<file path="src/rtl/clock_monitor.sv">
// clock_monitor: measures the high and low phase widths of an asynchronous
// monitored clock in CLK cycles, flags widths outside programmed bounds and
// flags a clock that stops toggling.
//
// Ports:
//   CLK        system clock, all state on its rising edge
//   RST        synchronous active-high reset
//   MON_CLK    monitored clock, asynchronous to CLK
//   EN         monitor enable; dropping it returns the block to IDLE
//   CLR_ERR    clears WIDTH_ERR and STUCK (a same-cycle set wins)
//   HIGH_WIDTH last measured high width
//   LOW_WIDTH  last measured low width
//   MEAS_VALID one-cycle pulse when HIGH_WIDTH/LOW_WIDTH update
//   WIDTH_ERR  sticky, a measured width was out of bounds
//   STUCK      sticky, no MON_CLK edge within TIMEOUT cycles
module clock_monitor #(
    parameter int unsigned CNT_WIDTH = 16,
    parameter int unsigned MIN_HIGH  = 2,
    parameter int unsigned MAX_HIGH  = 1000,
    parameter int unsigned MIN_LOW   = 2,
    parameter int unsigned MAX_LOW   = 1000,
    parameter int unsigned TIMEOUT   = 4095
) (
    input  logic                 CLK,
    input  logic                 RST,
    input  logic                 MON_CLK,
    input  logic                 EN,
    input  logic                 CLR_ERR,
    output logic [CNT_WIDTH-1:0] HIGH_WIDTH,
    output logic [CNT_WIDTH-1:0] LOW_WIDTH,
    output logic                 MEAS_VALID,
    output logic                 WIDTH_ERR,
    output logic                 STUCK
);

    localparam logic [CNT_WIDTH-1:0] MIN_HIGH_C = CNT_WIDTH'(MIN_HIGH);
    localparam logic [CNT_WIDTH-1:0] MAX_HIGH_C = CNT_WIDTH'(MAX_HIGH);
    localparam logic [CNT_WIDTH-1:0] MIN_LOW_C  = CNT_WIDTH'(MIN_LOW);
    localparam logic [CNT_WIDTH-1:0] MAX_LOW_C  = CNT_WIDTH'(MAX_LOW);
    localparam logic [CNT_WIDTH-1:0] TIMEOUT_C  = CNT_WIDTH'(TIMEOUT);
    localparam logic [CNT_WIDTH-1:0] ONE_C      = CNT_WIDTH'(1);

    typedef enum logic [1:0] {
        ST_IDLE = 2'd0,
        ST_ARM  = 2'd1,
        ST_HIGH = 2'd2,
        ST_LOW  = 2'd3
    } state_t;

    state_t               state;
    state_t               state_n;
    logic                 s1;
    logic                 s2;
    logic                 d;
    logic [CNT_WIDTH-1:0] counter;
    logic [CNT_WIDTH-1:0] counter_n;
    logic [CNT_WIDTH-1:0] hi_hold;
    logic [CNT_WIDTH-1:0] hi_hold_n;
    logic [CNT_WIDTH-1:0] high_width_n;
    logic [CNT_WIDTH-1:0] low_width_n;
    logic                 meas_valid_n;
    logic                 width_err_n;
    logic                 stuck_n;
    logic                 set_width_err_c;
    logic                 set_stuck_c;
    logic                 rise_c;
    logic                 fall_c;
    logic                 timeout_c;
    logic                 bad_width_c;

    // Two-flop synchronizer plus history flop; runs regardless of EN.
    always_ff @(posedge CLK) begin
        if (RST) begin
            s1 <= 1'b0;
            s2 <= 1'b0;
            d  <= 1'b0;
        end else begin
            s1 <= MON_CLK;
            s2 <= s1;
            d  <= s2;
        end
    end

    assign rise_c = s2 & ~d;
    assign fall_c = ~s2 & d;

    // State, counter and registered outputs.
    always_ff @(posedge CLK) begin
        if (RST) begin
            state      <= ST_IDLE;
            counter    <= '0;
            hi_hold    <= '0;
            HIGH_WIDTH <= '0;
            LOW_WIDTH  <= '0;
            MEAS_VALID <= 1'b0;
            WIDTH_ERR  <= 1'b0;
            STUCK      <= 1'b0;
        end else begin
            state      <= state_n;
            counter    <= counter_n;
            hi_hold    <= hi_hold_n;
            HIGH_WIDTH <= high_width_n;
            LOW_WIDTH  <= low_width_n;
            MEAS_VALID <= meas_valid_n;
            WIDTH_ERR  <= width_err_n;
            STUCK      <= stuck_n;
        end
    end

    // Next-state, counter and measurement logic.
    always_comb begin
        state_n         = state;
        counter_n       = counter;
        hi_hold_n       = hi_hold;
        high_width_n    = HIGH_WIDTH;
        low_width_n     = LOW_WIDTH;
        meas_valid_n    = 1'b0;
        set_width_err_c = 1'b0;
        set_stuck_c     = 1'b0;
        timeout_c       = (counter == TIMEOUT_C);
        // In LOW, counter is the low width of the phase closing on this rise.
        bad_width_c     = (hi_hold < MIN_HIGH_C) || (hi_hold > MAX_HIGH_C) ||
                          (counter < MIN_LOW_C)  || (counter > MAX_LOW_C);

        if (!EN) begin
            state_n   = ST_IDLE;
            counter_n = '0;
        end else begin
            case (state)
                ST_IDLE: begin
                    state_n   = ST_ARM;
                    counter_n = ONE_C;
                end
                ST_ARM: begin
                    if (rise_c) begin
                        state_n   = ST_HIGH;
                        counter_n = ONE_C;
                    end else if (timeout_c) begin
                        set_stuck_c = 1'b1;
                        counter_n   = ONE_C;
                    end else begin
                        counter_n = counter + ONE_C;
                    end
                end
                ST_HIGH: begin
                    if (fall_c) begin
                        hi_hold_n = counter;
                        counter_n = ONE_C;
                        state_n   = ST_LOW;
                    end else if (timeout_c) begin
                        set_stuck_c = 1'b1;
                        state_n     = ST_ARM;
                        counter_n   = ONE_C;
                    end else begin
                        counter_n = counter + ONE_C;
                    end
                end
                ST_LOW: begin
                    if (rise_c) begin
                        high_width_n    = hi_hold;
                        low_width_n     = counter;
                        meas_valid_n    = 1'b1;
                        set_width_err_c = bad_width_c;
                        counter_n       = ONE_C;
                        state_n         = ST_HIGH;
                    end else if (timeout_c) begin
                        set_stuck_c = 1'b1;
                        state_n     = ST_ARM;
                        counter_n   = ONE_C;
                    end else begin
                        counter_n = counter + ONE_C;
                    end
                end
                default: begin
                    state_n   = ST_IDLE;
                    counter_n = '0;
                end
            endcase
        end

        // Sticky flags: a set in the same cycle overrides the clear.
        width_err_n = set_width_err_c | (WIDTH_ERR & ~CLR_ERR);
        stuck_n     = set_stuck_c     | (STUCK     & ~CLR_ERR);
    end

endmodule

</file>
<file path="config.mk">
export PLATFORM = sky130hd
export DESIGN_NAME = clock_monitor
export DESIGN_NICKNAME = d
export VERILOG_FILES = /design/src/rtl/clock_monitor.sv
export SDC_FILE = /design/constraint.sdc
export NUM_CORES = 1
export LEC_CHECK = 0
export ABC_AREA = 1
export CORE_MARGIN = 3
export CORE_UTILIZATION = 54
export DETAILED_ROUTE_END_ITERATION = 6
export GPL_ROUTABILITY_DRIVEN = 1
export PLACE_DENSITY = 0.75
export SETUP_SLACK_MARGIN = 0.5
export SYNTH_ARGS = -nofsm -noshare
export SYNTH_HDL_FRONTEND = slang
export SYNTH_SLANG_ARGS = --single-unit
</file>
<file path="constraint.sdc">
create_clock -name CLK -period 1.7 [get_ports CLK]
set_input_delay 0.425 -clock CLK [delete_from_list [all_inputs] [get_ports CLK]]
set_output_delay 0.425 -clock CLK [all_outputs]
set_load 0.01 [all_outputs]
</file>
==> impl_metrics.yaml <==
run_status:
  outcome: "finished clean"
synth:
  synth_area_um2: 2900
  synth_cell_type_count: 30
  synth_seq_cells: 72
  ys_seq_area_frac: 0.498
  yosysWarningCount: 0
  syn-num-nets: 392
  post_synth.cell_area_avg_um2: 7.50
  netlist_instances: 386
worst_setup_path:
  worst_setup_path_end_kind: "flip-flop"
  worst_ep_required_time_ns: 1.97
  path_max_fanout: 8
  startpoint_type: "flip-flop"
  crit_type: "flip-flop to flip-flop"
  crit_arrival_ns: 1.77
sta:
  relSlewSlack: 0.770
  fmaxAchievable_ghz: 0.670
  fin_crit_ns: 1.49
  period_share: 0.878
  finalHoldViolations: 0
  rsz0062_at_grt: "yes"
  tightest_slew_ns: 0.341
  hold_ws_ns: 0.410
  skew_ns: 0.00742
  setup-violations-final: 0
  report.final.slew_viol_count: 0
detailed_routing:
  drcViolationCount: 0
  top_layer: "met4"
  wirelength_um: 9780
  avgViaCountPerCell: 5.58
  wl_met1_um: 3560
  num_vias: 3107
  wire_per_inst_um: 17.6
  dr_wl_met3_um: 842
  dr_wl_met2_um: 4940
  drt_iter0_drc: 328
  drtAntennaViolNets: 0
  drt_first_pass_iters: 7
place:
  placedCellCount: 499
  dp_hpwl_um: 4670
  place_congestion: 0.881
  io_buffers: 39
pwr:
  power_density_nw_per_um2: 692
  leakage_nw: 1.89
  p_int_mw: 2.41
  power.switching_mw: 0.727
  seqPwrFrac: 0.542
  ir_drop_mv: 0.561
  p_clk_frac: 0.408
  comb_power_share: 0.050
  p_sw_frac: 0.232
cts:
  cts-buffers-inserted: 9
  cts_hold_buf: 0
  clockBufferDepth: 2
  clock_sinks: 72
  htreeDepth: 3
  cts_tree: "built"
  cts-root-buf: "clkbuf_8"
  clock_latency_ns: 0.35
  cts.clk_slew.worst_paths_ns: 0.07
floorplan:
  coreArea_um2: 5140
  die_x_um: 79.2
  die_y_um: 79.2
  io_pins: 40
  start_util: 0.564
  die-area_um2: 6280
  rows: 26
grt:
  grt_pass1_vias: 2624
  grt_usage: 0.263
  grt_max_degree: 34
  grt_overflow: 0
  antenna_found_initial: 0
  grt_pass1_wl_um: 12500
layout:
  antennaDiodeCount: 0
  final_cells: 557
  final_layout_size_suffix_gt1_frac: 0.487
  final_nets: 490
  area_growth_pct: 56.6
run:
  drv_cap: 0
worst_hold_path:
  holdCritPathClass: "flip-flop to flip-flop"
==> worst max-delay path, cell delays in order, from the launching register on <==
cell	delay, ns
dfxtp_2	0.33
inv_2	0.05
nor2_4	0.13
inv_2	0.06
nor2_4	0.12
nand3_4	0.15
inv_6	0.13
buf_12	0.11
clkbuf_16	0.15
nor2_2	0.04
nor2_1	0.12
==> per-stage QoR <==
stage | worst slack [ns] | util | cell area, um^2 | total power, mW | TNS, ns
6_report | 0.207 | 0.882 | 4540 | 3.14 | 0
5_1_grt | 0.156 | 0.882 | 4540 | 3.23 | 0
4_1_cts | 0.329 | 0.792 | 4070 | 3.11 | 0
3_5_place_dp | -0.0862 | 0.682 | 3500 | 1.85 | -0.559
3_3_place_gp | -0.0509 | 0.682 | 3500 | 1.84 | -0.111
2_1_floorplan | 0.315 | - | 2970 | 1.81 | 0
==> synthesized netlist by cell type <==
master    number  area [um^2]
ha_1           1         12.5
inv_1         26         97.6
a31oi_1        2         12.5
nand3_1       14         70.1
nor3_1         3         15.0
dfxtp_1       72         1440
nand2_1       34          128
o22ai_1        1         6.26
xor2_1         7         61.3
nor2_4         2         22.5
buf_4          1         7.51
nand3_2        1         10.0
nand3_4        1         17.5
o21bai_1       1         7.51
nand2_2        1         6.26
nor2_2         4         25.0
buf_6          4         45.0
o31ai_1        1         7.51
nor2_1       128          480
nand3b_1       2         15.0
nand4_1        2         12.5
xnor2_1        3         26.3
inv_2          3         11.3
or2_2          1         6.26
nand2_4        1         11.3
clkbuf_1       9         33.8
a21oi_1       10         50.1
o21ai_0       49          245
a211oi_1       1         7.51
clkinv_1       1         3.75
==> layer usage <==
layer / global-route usage / vias up
met5: 0 / -
met4: 0.112 / 0
met3: 0.0556 / 41
met2: 0.455 / 175
met1: 0.314 / 1470
li1: - / 1421
==> state kept, by name, indices dropped and copies added (netlist names) <==
| name | cells |
|---|---|
| HIGH_WIDTH | 16 |
| LOW_WIDTH | 16 |
| counter | 16 |
| hi_hold | 16 |
| state | 2 |
| MEAS_VALID | 1 |
| STUCK | 1 |
| WIDTH_ERR | 1 |
| d | 1 |
| s1 | 1 |
| s2 | 1 |
==> placed cells by master (no fill, tap or decap), types with 7 or more instances in the layout <==
cell type / n
o21ai_0: 11
nor2_1: 94
nor2_2: 24
dfxtp_1: 23
o21ai_1: 30
o21ai_2: 8
nand3_1: 7
nor2_4: 16
dfxtp_2: 47
nand2_1: 32
a21oi_1: 7
clkbuf_8: 9
buf_4: 41
buf_6: 44
inv_1: 22
==> power by group through the flow <==
stage / clock network, mW / registers [mW] / logic [mW]
3_3_place_gp: 0 / 1.74 / 0.103
6_report: 1.28 / 1.70 / 0.157
2_1_floorplan: 0 / 1.74 / 0.0668
5_1_grt: 1.36 / 1.70 / 0.168
4_1_cts: 1.28 / 1.70 / 0.129
3_5_place_dp: 0 / 1.74 / 0.106
==> final timing paths <==
kind | from | endpoint | slack [ns] | cells after the start
max | s2$_SDFF_PP0_ | LOW_WIDTH[15]$_SDFFE_PP0P_ | 0.21 | 10
min | s1$_SDFF_PP0_ | s2$_SDFF_PP0_ | 0.41 | 2
min reg2reg | s1$_SDFF_PP0_ | s2$_SDFF_PP0_ | 0.41 | 2
max reg2reg | s2$_SDFF_PP0_ | LOW_WIDTH[15]$_SDFFE_PP0P_ | 0.21 | 10
==> cell type report <==
| class | instances | area (um^2) |
|---|---|---|
| Timing Repair Buffer | 98 | 1030 |
| Multi-Input combinational cell | 271 | 1600 |
| Sequential cell | 72 | 1510 |
| Fill cell | 261 | 604 |
| Clock buffer | 10 | 128 |
| Clock inverter | 4 | 46.3 |
| Timing Repair inverter | 2 | 12.5 |
| Tap cell | 70 | 87.6 |
| Inverter | 30 | 128 |
==> cells by family after synthesis <==
| family | synth area share |
|---|---|
| buf+inv | 0.0687 |
| simple gates | 0.283 |
| flops | 0.498 |
| compound gates | 0.116 |
| fa+ha+maj | 0.00432 |
| xor+xnor | 0.0302 |
==> what timing repair did <==
item	CTS	global route
setup buffers	13	24
pin swaps	19	37
cloned	5	2
gates resized for setup	252	80
endpoints found under the setup margin	104	104
(Power assumes the default switching activity.)
